==> config.mk <==
export PLATFORM = sky130hd
export DESIGN_NAME = macro_op_cracker
export DESIGN_NICKNAME = d
export VERILOG_FILES = /design/src/rtl/fusion_pkg.sv /design/src/rtl/imm_splitter.sv /design/src/rtl/macro_op_cracker.sv
export SDC_FILE = /design/constraint.sdc
export NUM_CORES = 1
export LEC_CHECK = 0
export CAP_MARGIN = 15
export CORE_ASPECT_RATIO = 0.5
export CORE_MARGIN = 4
export CORE_UTILIZATION = 40
export DETAILED_ROUTE_END_ITERATION = 12
export PLACE_DENSITY = 0.7
export SLEW_MARGIN = 10
export SYNTH_ARGS = -nofsm -noshare
export SYNTH_HDL_FRONTEND = slang
export SYNTH_SLANG_ARGS = --single-unit
==> constraint.sdc <==
create_clock -name clk -period 3.2 [get_ports clk]
set_input_delay 0.8 -clock clk [delete_from_list [all_inputs] [get_ports clk]]
set_output_delay 0.8 -clock clk [all_outputs]
set_load 0.005 [all_outputs]
==> src/rtl/fusion_pkg.sv <==
// Shared types and RV32I encoding helpers for the fusion/cracking front-end.
package fusion_pkg;

  localparam logic [6:0] OPC_LUI   = 7'b0110111;
  localparam logic [6:0] OPC_OPIMM = 7'b0010011;
  localparam logic [2:0] F3_ADDI   = 3'b000;

  typedef enum logic [1:0] {EMPTY, HEAD, TAIL} state_t;

  typedef struct packed {
    logic        fused;
    logic [31:0] inst;
    logic [4:0]  rd;
    logic [31:0] imm;
    logic [31:0] pc;
  } macro_op_t;

  function automatic logic [31:0] enc_lui(input logic [19:0] hi20, input logic [4:0] rd);
    return {hi20, rd, OPC_LUI};
  endfunction

  function automatic logic [31:0] enc_addi(input logic [11:0] imm12, input logic [4:0] rs1,
                                           input logic [4:0] rd);
    return {imm12, rs1, F3_ADDI, rd, OPC_OPIMM};
  endfunction

endpackage

==> src/rtl/imm_splitter.sv <==
// Splits a 32-bit constant into LUI/ADDI immediates and flags the forms that
// need only one instruction.
module imm_splitter #(
  parameter int XLEN = 32
) (
  input  logic [XLEN-1:0] imm,
  output logic [19:0]     hi20,
  output logic [11:0]     lo12,
  output logic            fits_simm12,
  output logic            lo12_zero
);

  logic [XLEN-1:0] rounded;

  // Pre-add 0x800 so the sign-extended ADDI immediate cancels the rounding.
  assign rounded     = imm + XLEN'(32'h800);
  assign hi20        = rounded[31:12];
  assign lo12        = imm[11:0];
  assign fits_simm12 = (&imm[31:11]) | ~(|imm[31:11]);
  assign lo12_zero   = ~(|imm[11:0]);

endmodule

==> src/rtl/macro_op_cracker.sv <==
// Expands fused load-immediate macro-ops into LUI/ADDI pairs ahead of decode.
// Optional single-instruction short forms are enabled by CRACKER_SHORT_FORM_EN.
module macro_op_cracker
  import fusion_pkg::*;
#(
  parameter int XLEN = 32
) (
  input  logic            clk,
  input  logic            rst_n,
  input  logic            flush,
  input  logic            in_valid,
  output logic            in_ready,
  input  logic            in_fused,
  input  logic [31:0]     in_inst,
  input  logic [4:0]      in_rd,
  input  logic [XLEN-1:0] in_imm,
  input  logic [XLEN-1:0] in_pc,
  output logic            out_valid,
  input  logic            out_ready,
  output logic [31:0]     out_inst,
  output logic [XLEN-1:0] out_pc,
  output logic            out_last
);

  state_t          state;
  macro_op_t       in_op;
  logic [4:0]      rd_q;
  logic [11:0]     lo12_q;
  logic [XLEN-1:0] pc_q;
  logic [19:0]     hi20;
  logic [11:0]     lo12;
  logic            fits_simm12;
  logic            lo12_zero;
  logic            in_xfer;
  logic            out_xfer;
  logic            short_addi;
  logic            lui_only;

  assign in_op = '{fused: in_fused, inst: in_inst, rd: in_rd, imm: in_imm, pc: in_pc};

  imm_splitter #(.XLEN(XLEN)) u_split (
    .imm         (in_op.imm),
    .hi20        (hi20),
    .lo12        (lo12),
    .fits_simm12 (fits_simm12),
    .lo12_zero   (lo12_zero)
  );

`ifdef CRACKER_SHORT_FORM_EN
  assign short_addi = fits_simm12;
  assign lui_only   = ~fits_simm12 & lo12_zero;
`else
  logic unused_short_flags;
  assign unused_short_flags = fits_simm12 ^ lo12_zero;
  assign short_addi         = 1'b0;
  assign lui_only           = 1'b0;
`endif

  assign out_valid = (state != EMPTY);
  assign in_ready  = ~flush & ((state == EMPTY) | ((state == TAIL) & out_ready));
  assign in_xfer   = in_valid & in_ready;
  assign out_xfer  = out_valid & out_ready;

  always_ff @(posedge clk or negedge rst_n) begin
    if (!rst_n) begin
      state    <= EMPTY;
      out_inst <= '0;
      out_pc   <= '0;
      out_last <= 1'b0;
    end else if (flush) begin
      state <= EMPTY;
    end else if (in_xfer) begin
      out_pc <= in_op.pc;
      if (!in_op.fused) begin
        state    <= TAIL;
        out_inst <= in_op.inst;
        out_last <= 1'b1;
      end else if (short_addi) begin
        state    <= TAIL;
        out_inst <= enc_addi(lo12, 5'd0, in_op.rd);
        out_last <= 1'b1;
      end else if (lui_only) begin
        state    <= TAIL;
        out_inst <= enc_lui(hi20, in_op.rd);
        out_last <= 1'b1;
      end else begin
        state    <= HEAD;
        out_inst <= enc_lui(hi20, in_op.rd);
        out_last <= 1'b0;
      end
    end else if (out_xfer) begin
      if (state == HEAD) begin
        state    <= TAIL;
        out_inst <= enc_addi(lo12_q, rd_q, rd_q);
        out_pc   <= pc_q + XLEN'(4);
        out_last <= 1'b1;
      end else begin
        state <= EMPTY;
      end
    end
  end

  // Side-band operands for the ADDI half; only meaningful while state==HEAD.
  always_ff @(posedge clk) begin
    if (in_xfer) begin
      rd_q   <= in_op.rd;
      lo12_q <= lo12;
      pc_q   <= in_op.pc;
    end
  end

endmodule
=== After elaboration in Yosys (flattened, before gate mapping) ===
Cells that the tools add are included.

* Output and inout bits: 67
* Word-level logic and storage cells: 39
* Input bits: 107
* Register bits: 116

* Reductions and logical operators: 6
* Add/sub/neg operators: 2
* Mux-type cells: 16
* Bitwise gates (word level): 6
* Eq/ne operators: 2

{| class="wikitable"
|+ Operators with widths
! operator !! count
|-
| $mux W32 || 7
|-
| $add A32 B12 Y32 const B || 1
|-
| $add A32 B3 Y32 const B || 1
|-
| $mux W2 || 5
|-
| $reduce_bool A2 Y1 || 3
|-
| $and A1 B1 Y1 || 4
|-
| $mux W1 || 4
|-
| $reduce_and A3 Y1 || 1
|-
| $reduce_bool A3 Y1 || 1
|-
| $eq A2 B1 Y1 const B || 1
|-
| $eq A2 B2 Y1 const B || 1
|-
| $logic_not A2 Y1 || 1
|-
| $not A1 Y1 || 1
|-
| $or A1 B1 Y1 || 1
|}

=== Depth between registers and ports, before layout ===
Gate-level depths: netlist of the first run.

* Depth after elaboration: 7
* Mapped depth: 8
* Mapped depth without buffers: 6

=== Cells and area by module ===
A second synthesis of the first run with hierarchy kept.

* Cells, all modules: 547
* Area, all modules: 5835.6 µm²

{| class="wikitable"
|+ Modules (own cells, without submodules)
! module !! area each (µm²) !! sequential area each (µm²) !! instances !! cells each
|-
| macro_op_cracker || 5253.8 || 3148.0 || 1 || 463
|-
| imm_splitter || 581.8 || 0.0 || 1 || 84
|}

=== Worst setup path after synthesis of the first run ===
OpenSTA, ideal clock, no wires.

* Kind: in2reg
* Start: input flush
* End: register out_pc[22]
* Path buffers: 2
* Stages on the path: 7
* Library setup time: 81 ps
* Setup slack: -201 ps
* Arrival: 3320 ps
* Path through: clkbuf_1 -> nor2_1 -> nand3_1 -> inv_2 -> clkbuf_1 -> a22oi_1 -> o21ai_1

* Word-level cells in the longest chain between the ends: 5

{| class="wikitable"
|+ Ends and longest elaborated chain
! item !! RTL line !! text
|-
| start: declaration || macro_op_cracker.sv:10 || <nowiki>input logic flush,</nowiki>
|-
| $not A1 Y1 (no source line) (*) || n/a ||
|-
| $and A1 B1 Y1 (*) || macro_op_cracker.sv:60 || <nowiki>assign in_ready = ~flush & ((state == EMPTY) | ((state == TAIL) & out_ready));</nowiki>
|-
| $and A1 B1 Y1 (*) || macro_op_cracker.sv:61 || <nowiki>assign in_xfer = in_valid & in_ready;</nowiki>
|-
| via in_xfer || macro_op_cracker.sv:34 || <nowiki>logic in_xfer;</nowiki>
|-
| $reduce_bool A2 Y1 (no source line) || n/a ||
|-
| $reduce_and A3 Y1 (no source line) || n/a ||
|-
| end signal: assignment || macro_op_cracker.sv:73 || <nowiki>out_pc <= in_op.pc;</nowiki>
|-
| end signal: assignment || macro_op_cracker.sv:95 || <nowiki>out_pc <= pc_q + XLEN'(4);</nowiki>
|-
| end: declaration || macro_op_cracker.sv:21 || <nowiki>output logic [XLEN-1:0] out_pc,</nowiki>
|}

Mark *: on every way through the listed nets, which the timed path passes. The rest lies on a longest branch.
A chain may end at the register's enable or synchronous reset.

=== Final worst setup path of the first run ===
* Start: input out_ready
* End: output in_ready

* Word-level cells in the longest chain between the ends: 3

{| class="wikitable"
|+ Ends and longest elaborated chain
! item !! RTL line !! text
|-
| start: declaration || macro_op_cracker.sv:19 || <nowiki>input logic out_ready,</nowiki>
|-
| $and A1 B1 Y1 || macro_op_cracker.sv:60 ||
|-
| $or A1 B1 Y1 || macro_op_cracker.sv:60 ||
|-
| $and A1 B1 Y1 || macro_op_cracker.sv:60 ||
|-
| end: declaration || macro_op_cracker.sv:12 || <nowiki>output logic in_ready,</nowiki>
|}

Every way passes these cells.

==> impl_metrics.json, run 1 <==
{
  "post_cts.repair.setup_buffers": 0,
  "ios": 174,
  "synth_top_area_share_pct": 30.2,
  "netlist_area_mm2": 0.00555,
  "route.detailed.drc": 0,
  "slew_violations": 0,
  "via_count": 4669,
  "finalSetupViolations": 0,
  "antenna_found_initial": 0,
  "total_power_uw": 4660,
  "placementRows": 30,
  "hold_path_class": "input port to asynchronous set/reset pin",
  "max_slew.worst_pin.slew_ns": 0.589,
  "clock_sinks": 116,
  "drv_cap": 0,
  "grt_use_total_pct": 20.0,
  "status": "finished, final reports clean",
  "synth_top_flop_cell": "dfrtp_1",
  "fin_nets": 800,
  "critPathMaxFanout": 3,
  "cts_buffers": 17,
  "core_area_mm2": 0.0136,
  "syn_to_final_growth_pct": 46.9,
  "rsz0062_at_grt": "no",
  "p_per_area_mw_per_mm2": 572,
  "syn_nets": 623,
  "drive_above_1_share_pct": 9.09,
  "fin_skew_ns": 0.0136,
  "routed_wl_um": 15800,
  "min_period_ns": 2.85,
  "peakVddDrop_uv": 490,
  "antenna_left": 0,
  "synth_area_leaders": "dfrtp_1 30%, edfxtp_1 27%, xor2_1 4.3%",
  "period_share_pct": 89.1,
  "clock.fmax_mhz": 351,
  "grt_overflow": 0,
  "gp_congestion": 0.846,
  "cts_tree": "done",
  "dieArea_mm2": 0.0159,
  "fin_tns_setup_ns": 0,
  "hold_viol_final": 0,
  "htree_levels": 4,
  "ctsResizeCount": 0,
  "crit_type": "input port to output pin",
  "crit_buf_inv": 2,
  "ys_async_sr_fraction_pct": 57.8,
  "routed_via_density": 5.21,
  "grt_max_degree": 62,
  "cp.arrival_ns": 2.05,
  "final_cell_mix": "172 x clkdlybuf4s50_1, 67 x dfrtp_1, 59 x nand2_1, 49 x edfxtp_1, 35 x nor2_1",
  "grt_pass1_vias": 4788,
  "cpMostUsedCell": "clkdlybuf4s50_1",
  "crit_required_ns": 2.40,
  "cts_buffer_depth": 2,
  "drtPass1Iterations": 5,
  "layout_commonest_cell": "clkdlybuf4s50_1",
  "drt_iter0_markers": 253,
  "synth_edf_count": 49,
  "fin_util_pct": 60.2,
  "clock_latency_ns": 0.41,
  "wl_per_cell_um": 17.6,
  "die_w_um": 175,
  "synth_area_per_cell_um2": 10.8,
  "cp_cell_sequence": "clkdlybuf4s50_1 > nand2b_1 > and2_1 > clkdlybuf4s50_1",
  "grt_first_pass_wirelength_um": 25400,
  "hpwl_um": 11200,
  "die_h_um": 91.3,
  "portBuffers": 173,
  "cpLargestDelayFamily": "buffers and inverters",
  "initial_core_util_pct": 41.0,
  "worst_setup_path_start_kind": "input port",
  "ys_seq_elements": 116,
  "holdBufCountCts": 0,
  "insertedDiodeCount": 0,
  "root_buffer": "clkbuf_16",
  "synth_warnings": 0,
  "cp_slowest_cell": "clkdlybuf4s50_1",
  "p_leak_uw": 0.00310,
  "critPathMaxStageDelay_ns": 0.50,
  "yosysSeqAreaShare_pct": 56.7,
  "ys_types": 58,
  "path_clk_slew_ns": 0.06,
  "maxSlewHeadroom_pct": 60.6,
  "yosysTopAreaCell": "dfrtp_1",
  "endpoint_kind": "output pin",
  "postSynthCellCount": 514
}
## cells by family after synthesis
group,after synthesis,share of synthesized area (%)
XOR/XNOR,42,6.63
AND/OR/NAND/NOR,186,17.9
flip-flops,116,56.7
multiplexers,10,1.83
adder cells (fa/ha/maj),2,0.451
AO/OA/AOI/OAI,124,14.0
buffers and inverters,34,2.50
## where the power goes
part,internal (uW),leakage [uW],switching (uW)
sequential,1750,0.00127,115
clock,1220,0.000270,683
combinational,539,0.00156,355
total,3510,0.00310,1150
## synthesized netlist by cell type, drive strengths merged (4+ instances only)
library cell   n
a221oi         5
a21oi         23
a22oi         14
clkbuf        20
nand4         15
edfxtp        49
xor2          27
and4           4
o21ai         47
nor3           9
a31oi          5
nor4           5
o221ai         4
nor3b         12
buf            8
nand2         59
o22ai          5
xnor2         15
nand3         21
dfrtp         67
inv            5
mux2i          9
and3           9
nor2          35
## state kept, by name (all words and copies together) (netlist names)
register,flops
state,2
out_pc,32
pc_q,32
rd_q,5
lo12_q,12
out_last,1
out_inst,32
## metrics by stage
stage	cells	cell area [um^2]	hold slack [ns]	setup WS, ns
2_1_floorplan	514	5550	0.463	0.653
3_3_place_gp	864	7560	0.451	0.356
3_5_place_dp	864	7560	0.459	0.341
4_1_cts	896	8160	0.268	0.342
5_1_grt	896	8160	0.279	0.285
6_report	896	8160	0.272	0.348
## metal layers
layer,vias up,track usage [%],part of all wire (%)
met5,-,0,0
met4,0,7.51,2.3
met3,26,4.41,4.4
met2,128,33.0,48
met1,2259,26.2,45
li1,2256,-,-
## layout make-up
cell class	instances	area, um^2
sequential	116	3150
inverter	5	20.0
clock inverter	14	163
fill	1117	5390
timing repair buffer	187	1880
tap	192	240
clock buffer	18	429
multi-input combinational	364	2270
## worst paths after layout
path	cells after the start	endpoint	slack [ns]	startpoint
worst max-delay path	4	in_ready	0.35	out_ready
worst min-delay path	1	out_inst[10]	0.27	rst_n
worst max register to register	6	out_pc[28]	1.12	pc_q[2]
worst min register to register	2	out_pc[2]	0.47	out_pc[2]
max in group asynchronous	2	out_pc[20]	2.31	rst_n
min in group clk	2	out_pc[2]	0.47	out_pc[2]
(Power assumes the default switching activity.)
==> run 2, diff against run 1 <==
--- a/config.mk
+++ b/config.mk
@@ -10,6 +10,7 @@
 export CORE_MARGIN = 4
 export CORE_UTILIZATION = 40
 export DETAILED_ROUTE_END_ITERATION = 12
+export MAX_ROUTING_LAYER = met4
 export PLACE_DENSITY = 0.7
 export SLEW_MARGIN = 10
 export SYNTH_ARGS = -nofsm -noshare
==> run 2 against run 1 <==
  * Sequential power barely moved
  * Fmax barely moved
  * Hold slack better by 0.0030 ns
  * Non-clock buffer count is the same
  * Clock power barely moved
  * Worst setup slack improved by 0.0018 ns
  * Global-route usage grew 0.58 points
  * Largest cell class unchanged
==> impl_metrics.json, run 2 (synthesis gave the netlist of run 1 again) <==
{
  "status": "finished, final reports clean",
  "cpLargestDelayFamily": "buffers and inverters",
  "drtPass1Iterations": 4,
  "initial_core_util_pct": 41.0,
  "syn_to_final_growth_pct": 46.9,
  "hold_viol_final": 0,
  "period_share_pct": 89.1,
  "post-route-cell-area_mm2": 0.00816,
  "path_clk_slew_ns": 0.06,
  "fin_tns_setup_ns": 0,
  "crit_required_ns": 2.40,
  "grt_use_total_pct": 20.6,
  "rr_endpoint": "out_pc[28]",
  "gp_congestion": 0.859,
  "cts_buffer_depth": 2,
  "routed_via_density": 5.19,
  "cp_slowest_cell": "clkdlybuf4s50_1",
  "grt_pass1_vias": 4782,
  "rsz0062_at_grt": "no",
  "route.detailed.drc": 0,
  "cts_buffers": 17,
  "hpwl_um": 11200,
  "portBuffers": 173,
  "clock_latency_ns": 0.41,
  "post_cts.repair.setup_buffers": 0,
  "maxSlewHeadroom_pct": 60.6,
  "top_regs": "out_inst: 32 flops, out_pc: 32 flops, pc_q: 32 flops",
  "antenna_left": 0,
  "p_leak_uw": 0.00310,
  "dieArea_mm2": 0.0159,
  "worst_setup_path_start_kind": "input port",
  "fin_nets": 800,
  "ios": 174,
  "wl_per_cell_um": 17.5,
  "drt_iter0_markers": 232,
  "endpoint_kind": "output pin",
  "place_ws_ns": 0.341,
  "insertedDiodeCount": 0,
  "r2r_slack_ns": 1.11,
  "slew_violations": 0,
  "root_buffer": "clkbuf_16",
  "grt_max_degree": 62,
  "cp.arrival_ns": 2.05,
  "htree_levels": 4,
  "max_slew.worst_pin.slew_ns": 0.588,
  "peakVddDrop_uv": 486,
  "cp_cell_sequence": "clkdlybuf4s50_1 > nand2b_1 > and2_1 > clkdlybuf4s50_1",
  "final_cell_mix": "172 x clkdlybuf4s50_1, 67 x dfrtp_1, 59 x nand2_1, 49 x edfxtp_1, 35 x nor2_1",
  "placed_area_mm2": 0.00756,
  "setup_ws_ns": 0.350,
  "die_w_um": 175,
  "finalSetupViolations": 0,
  "hold_path_class": "input port to asynchronous set/reset pin",
  "crit_buf_inv": 2,
  "routed_wl_um": 15700,
  "worst-path-stages": 4,
  "cts_tree": "done",
  "core_area_mm2": 0.0136,
  "cp-endpoint": "in_ready",
  "p_per_area_mw_per_mm2": 571,
  "cpMostUsedCell": "clkdlybuf4s50_1",
  "crit_type": "input port to output pin",
  "drv_cap": 0,
  "reg2regPathDepth": 6,
  "die_h_um": 91.3,
  "critPathMaxFanout": 3,
  "antenna_found_initial": 0,
  "grt_first_pass_wirelength_um": 25400,
  "grt_overflow": 0,
  "crit_path_start": "out_ready",
  "via_count": 4647,
  "clock.fmax_mhz": 351,
  "critPathMaxStageDelay_ns": 0.50,
  "r2r-start": "pc_q[2]",
  "drive_above_1_share_pct": 9.09,
  "ctsResizeCount": 0,
  "layout_commonest_cell": "clkdlybuf4s50_1",
  "placementRows": 30,
  "fin_skew_ns": 0.0123,
  "holdBufCountCts": 0,
  "min_period_ns": 2.85,
  "clock_sinks": 116
}
[run 2: cell counts in the layout (fill, tap and decap cells not counted)]
Identical to the previous run, type by type.
[run 2: stage by stage]
| step | hold slack, ns | total power [uW] | instances | utilization (%) |
|---|---|---|---|---|
| 6_report | 0.275 | 4660 | 896 | 60.2 |
| 5_1_grt | 0.279 | 4860 | 896 | 60.2 |
| 4_1_cts | 0.268 | 4700 | 896 | 60.2 |
| 3_5_place_dp | 0.459 | 2800 | 864 | 55.8 |
| 3_3_place_gp | 0.451 | 2780 | 864 | 55.8 |
| 2_1_floorplan | 0.463 | 2170 | 514 | - |
[run 2: where the power goes]
group	leakage (uW)	switching, uW	internal [uW]
combinational	0.00156	355	539
sequential	0.00127	115	1750
clock	0.000270	681	1220
total	0.00310	1150	3510
[run 2: layout make-up]
class / instances / area, um^2
clock buffers: 18 / 429
clock inverters: 14 / 163
well taps: 192 / 240
inverters: 5 / 20.0
fillers: 1117 / 5390
repair buffers: 187 / 1880
multi-input cells: 364 / 2270
flip-flops and latches: 116 / 3150
[run 2: layer usage]
| metal | vias up | global-route usage (%) | wire length [um] |
|---|---|---|---|
| met5 | - | - | 0 |
| met4 | 0 | 7.51 | 351 |
| met3 | 28 | 3.99 | 648 |
| met2 | 125 | 33.1 | 7620 |
| met1 | 2240 | 26.4 | 7090 |
| li1 | 2254 | - | - |
[run 2: worst min path at each step]
stage | from | slack [ns] | to | cells after the start
5_1_grt | rst_n | 0.28 | out_inst[10] | 1
4_1_cts | rst_n | 0.27 | out_inst[25] | 1
3_3_place_gp | out_inst[2] | 0.45 | out_inst[2] | 2
3_5_place_dp | out_inst[5] | 0.46 | out_inst[5] | 2
6_report | rst_n | 0.27 | out_inst[10] | 1
2_1_floorplan | out_inst[2] | 0.46 | out_inst[2] | 2
==> run 3, diff against run 2 <==
--- a/config.mk
+++ b/config.mk
@@ -8,10 +8,11 @@
 export CAP_MARGIN = 15
 export CORE_ASPECT_RATIO = 0.5
 export CORE_MARGIN = 4
-export CORE_UTILIZATION = 40
+export CORE_UTILIZATION = 48
+export CTS_BUF_LIST = sky130_fd_sc_hd__clkbuf_8
 export DETAILED_ROUTE_END_ITERATION = 12
 export MAX_ROUTING_LAYER = met4
-export PLACE_DENSITY = 0.7
+export PLACE_DENSITY = 0.82
 export SLEW_MARGIN = 10
 export SYNTH_ARGS = -nofsm -noshare
 export SYNTH_HDL_FRONTEND = slang
==> run 3 against run 2 <==
  * Worst setup slack worse by 0.15 ns
  * Sequential share of layout area up 1.2 points
  * Critical endpoint unchanged
  * Core utilization grew 11 points
  * Clock-buffer cell count unchanged
  * Hold slack better by 0.20 ns
  * Routed wire length decreased by 2.2%
  * Die area shrank 16%
==> impl_metrics.json, run 3 (synthesis gave the netlist of run 1 again) <==
{
  "status": "finished, final reports clean",
  "top_regs": "out_inst: 32 flops, out_pc: 32 flops, pc_q: 32 flops",
  "drv_cap": 0,
  "insertedDiodeCount": 0,
  "grt_first_pass_wirelength_um": 25200,
  "grt_use_total_pct": 24.2,
  "endpoint_kind": "output pin",
  "peakVddDrop_uv": 272,
  "ios": 174,
  "fin_util_pct": 70.9,
  "hold_viol_final": 0,
  "post_cts.repair.setup_buffers": 0,
  "cp_cell_sequence": "clkdlybuf4s50_1 > nand2b_1 > and2_1 > clkdlybuf4s50_1",
  "whs_endpoint": "out_inst[5]",
  "hpwl_um": 11000,
  "via_count": 4776,
  "clock.fmax_mhz": 334,
  "die_w_um": 160,
  "drt_iter0_markers": 405,
  "layout_commonest_cell": "clkdlybuf4s50_1",
  "ctsResizeCount": 0,
  "max_slew.worst_pin.slew_ns": 0.900,
  "fin_tns_setup_ns": 0,
  "worst_setup_path_start_kind": "input port",
  "crit_type": "input port to output pin",
  "fin_skew_ns": 0.0108,
  "clock_latency_ns": 0.43,
  "die_h_um": 84.0,
  "drive_above_1_share_pct": 8.79,
  "crit_buf_inv": 2,
  "antenna_found_initial": 0,
  "crit_required_ns": 2.40,
  "hold_path_class": "flop to flop",
  "placementRows": 27,
  "r2r_slack_ns": 1.20,
  "drtPass1Iterations": 4,
  "placed_area_mm2": 0.00751,
  "grt_max_degree": 68,
  "p_leak_uw": 0.00304,
  "fin_nets": 801,
  "cp.arrival_ns": 2.20,
  "finalSetupViolations": 0,
  "core_area_mm2": 0.0111,
  "initial_core_util_pct": 49.8,
  "path_clk_slew_ns": 0.07,
  "hp-start": "out_inst[5]",
  "cts_tree": "done",
  "route.detailed.drc": 0,
  "wl_per_cell_um": 18.1,
  "root_buffer": "clkbuf_8",
  "critPathMaxFanout": 6,
  "grt_pass1_vias": 4880,
  "rr_endpoint": "out_pc[28]",
  "maxSlewHeadroom_pct": 40.0,
  "cpMostUsedCell": "clkdlybuf4s50_1",
  "total_power_uw": 4130,
  "critPathMaxStageDelay_ns": 0.50,
  "post-route-cell-area_mm2": 0.00791,
  "cts_buffers": 17,
  "reg2regPathDepth": 6,
  "dieArea_mm2": 0.0135,
  "antenna_left": 0,
  "rsz0062_at_grt": "no",
  "r2r-start": "pc_q[2]",
  "period_share_pct": 93.7,
  "routed_wl_um": 15400,
  "syn_to_final_growth_pct": 42.4,
  "slew_violations": 0,
  "routed_via_density": 5.62,
  "htree_levels": 4,
  "clock_sinks": 116,
  "final_cell_mix": "172 x clkdlybuf4s50_1, 67 x dfrtp_1, 59 x nand2_1, 49 x edfxtp_1, 35 x nor2_1",
  "cpLargestDelayFamily": "buffers and inverters",
  "p_per_area_mw_per_mm2": 523,
  "cts_buffer_depth": 2,
  "gp_congestion": 0.835,
  "min_path_cells": 2,
  "cp_slowest_cell": "clkdlybuf4s50_1",
  "portBuffers": 173,
  "grt_overflow": 0,
  "min_period_ns": 3.00,
  "holdBufCountCts": 0
}
-- run 3: cell count changes in the layout (fill, tap and decap cells not counted), sizes merged --
cell,previous run,this run
buf,15,16
clkinv,5,8
clkinvlp,7,2
inv,4,6
-- run 3: cell type report --
| cell class | count | area, um^2 |
|---|---|---|
| multi-input combinational | 364 | 2270 |
| inverter | 5 | 20.0 |
| clock buffer | 18 | 248 |
| sequential | 116 | 3150 |
| tap | 145 | 181 |
| clock inverter | 14 | 145 |
| fill | 808 | 3240 |
| timing repair buffer | 188 | 1890 |
-- run 3: tightest hold or removal path: stages (launching register included) --
cell     delay (ns)
dfrtp_1        0.34
nand2_1        0.05
nand2_1        0.05
-- run 3: how the worst max path moves through the flow --
stage                     slack, ns  cells past startpoint   endpoint      start
after floorplan                0.65                      5  lo12_q[0]      flush
after global placement         0.23                      4   in_ready  out_ready
after detailed placement       0.19                      4   in_ready  out_ready
after CTS                      0.19                      4   in_ready  out_ready
after global routing           0.14                      4   in_ready  out_ready
final                          0.20                      4   in_ready  out_ready
-- run 3: metrics by stage --
step	hold slack, ns	std cells	setup WS [ns]
6_report	0.471	850	0.203
5_1_grt	0.504	850	0.144
4_1_cts	0.476	850	0.189
3_5_place_dp	0.460	818	0.191
3_3_place_gp	0.452	818	0.227
2_1_floorplan	0.463	514	0.653
-- run 3: routing by layer --
metal / part of all wire, % / global-route usage, %
met1: 43 / 30.8
met2: 49 / 39.1
met3: 5.6 / 5.13
met4: 2.5 / 8.27
met5: 0 / -
-- run 3: report_power, final --
group	switching, uW	leakage [uW]	internal [uW]	total, uW
Combinational	357	0.00156	541	897
Clock	600	0.000205	772	1370
Sequential	115	0.00127	1750	1870
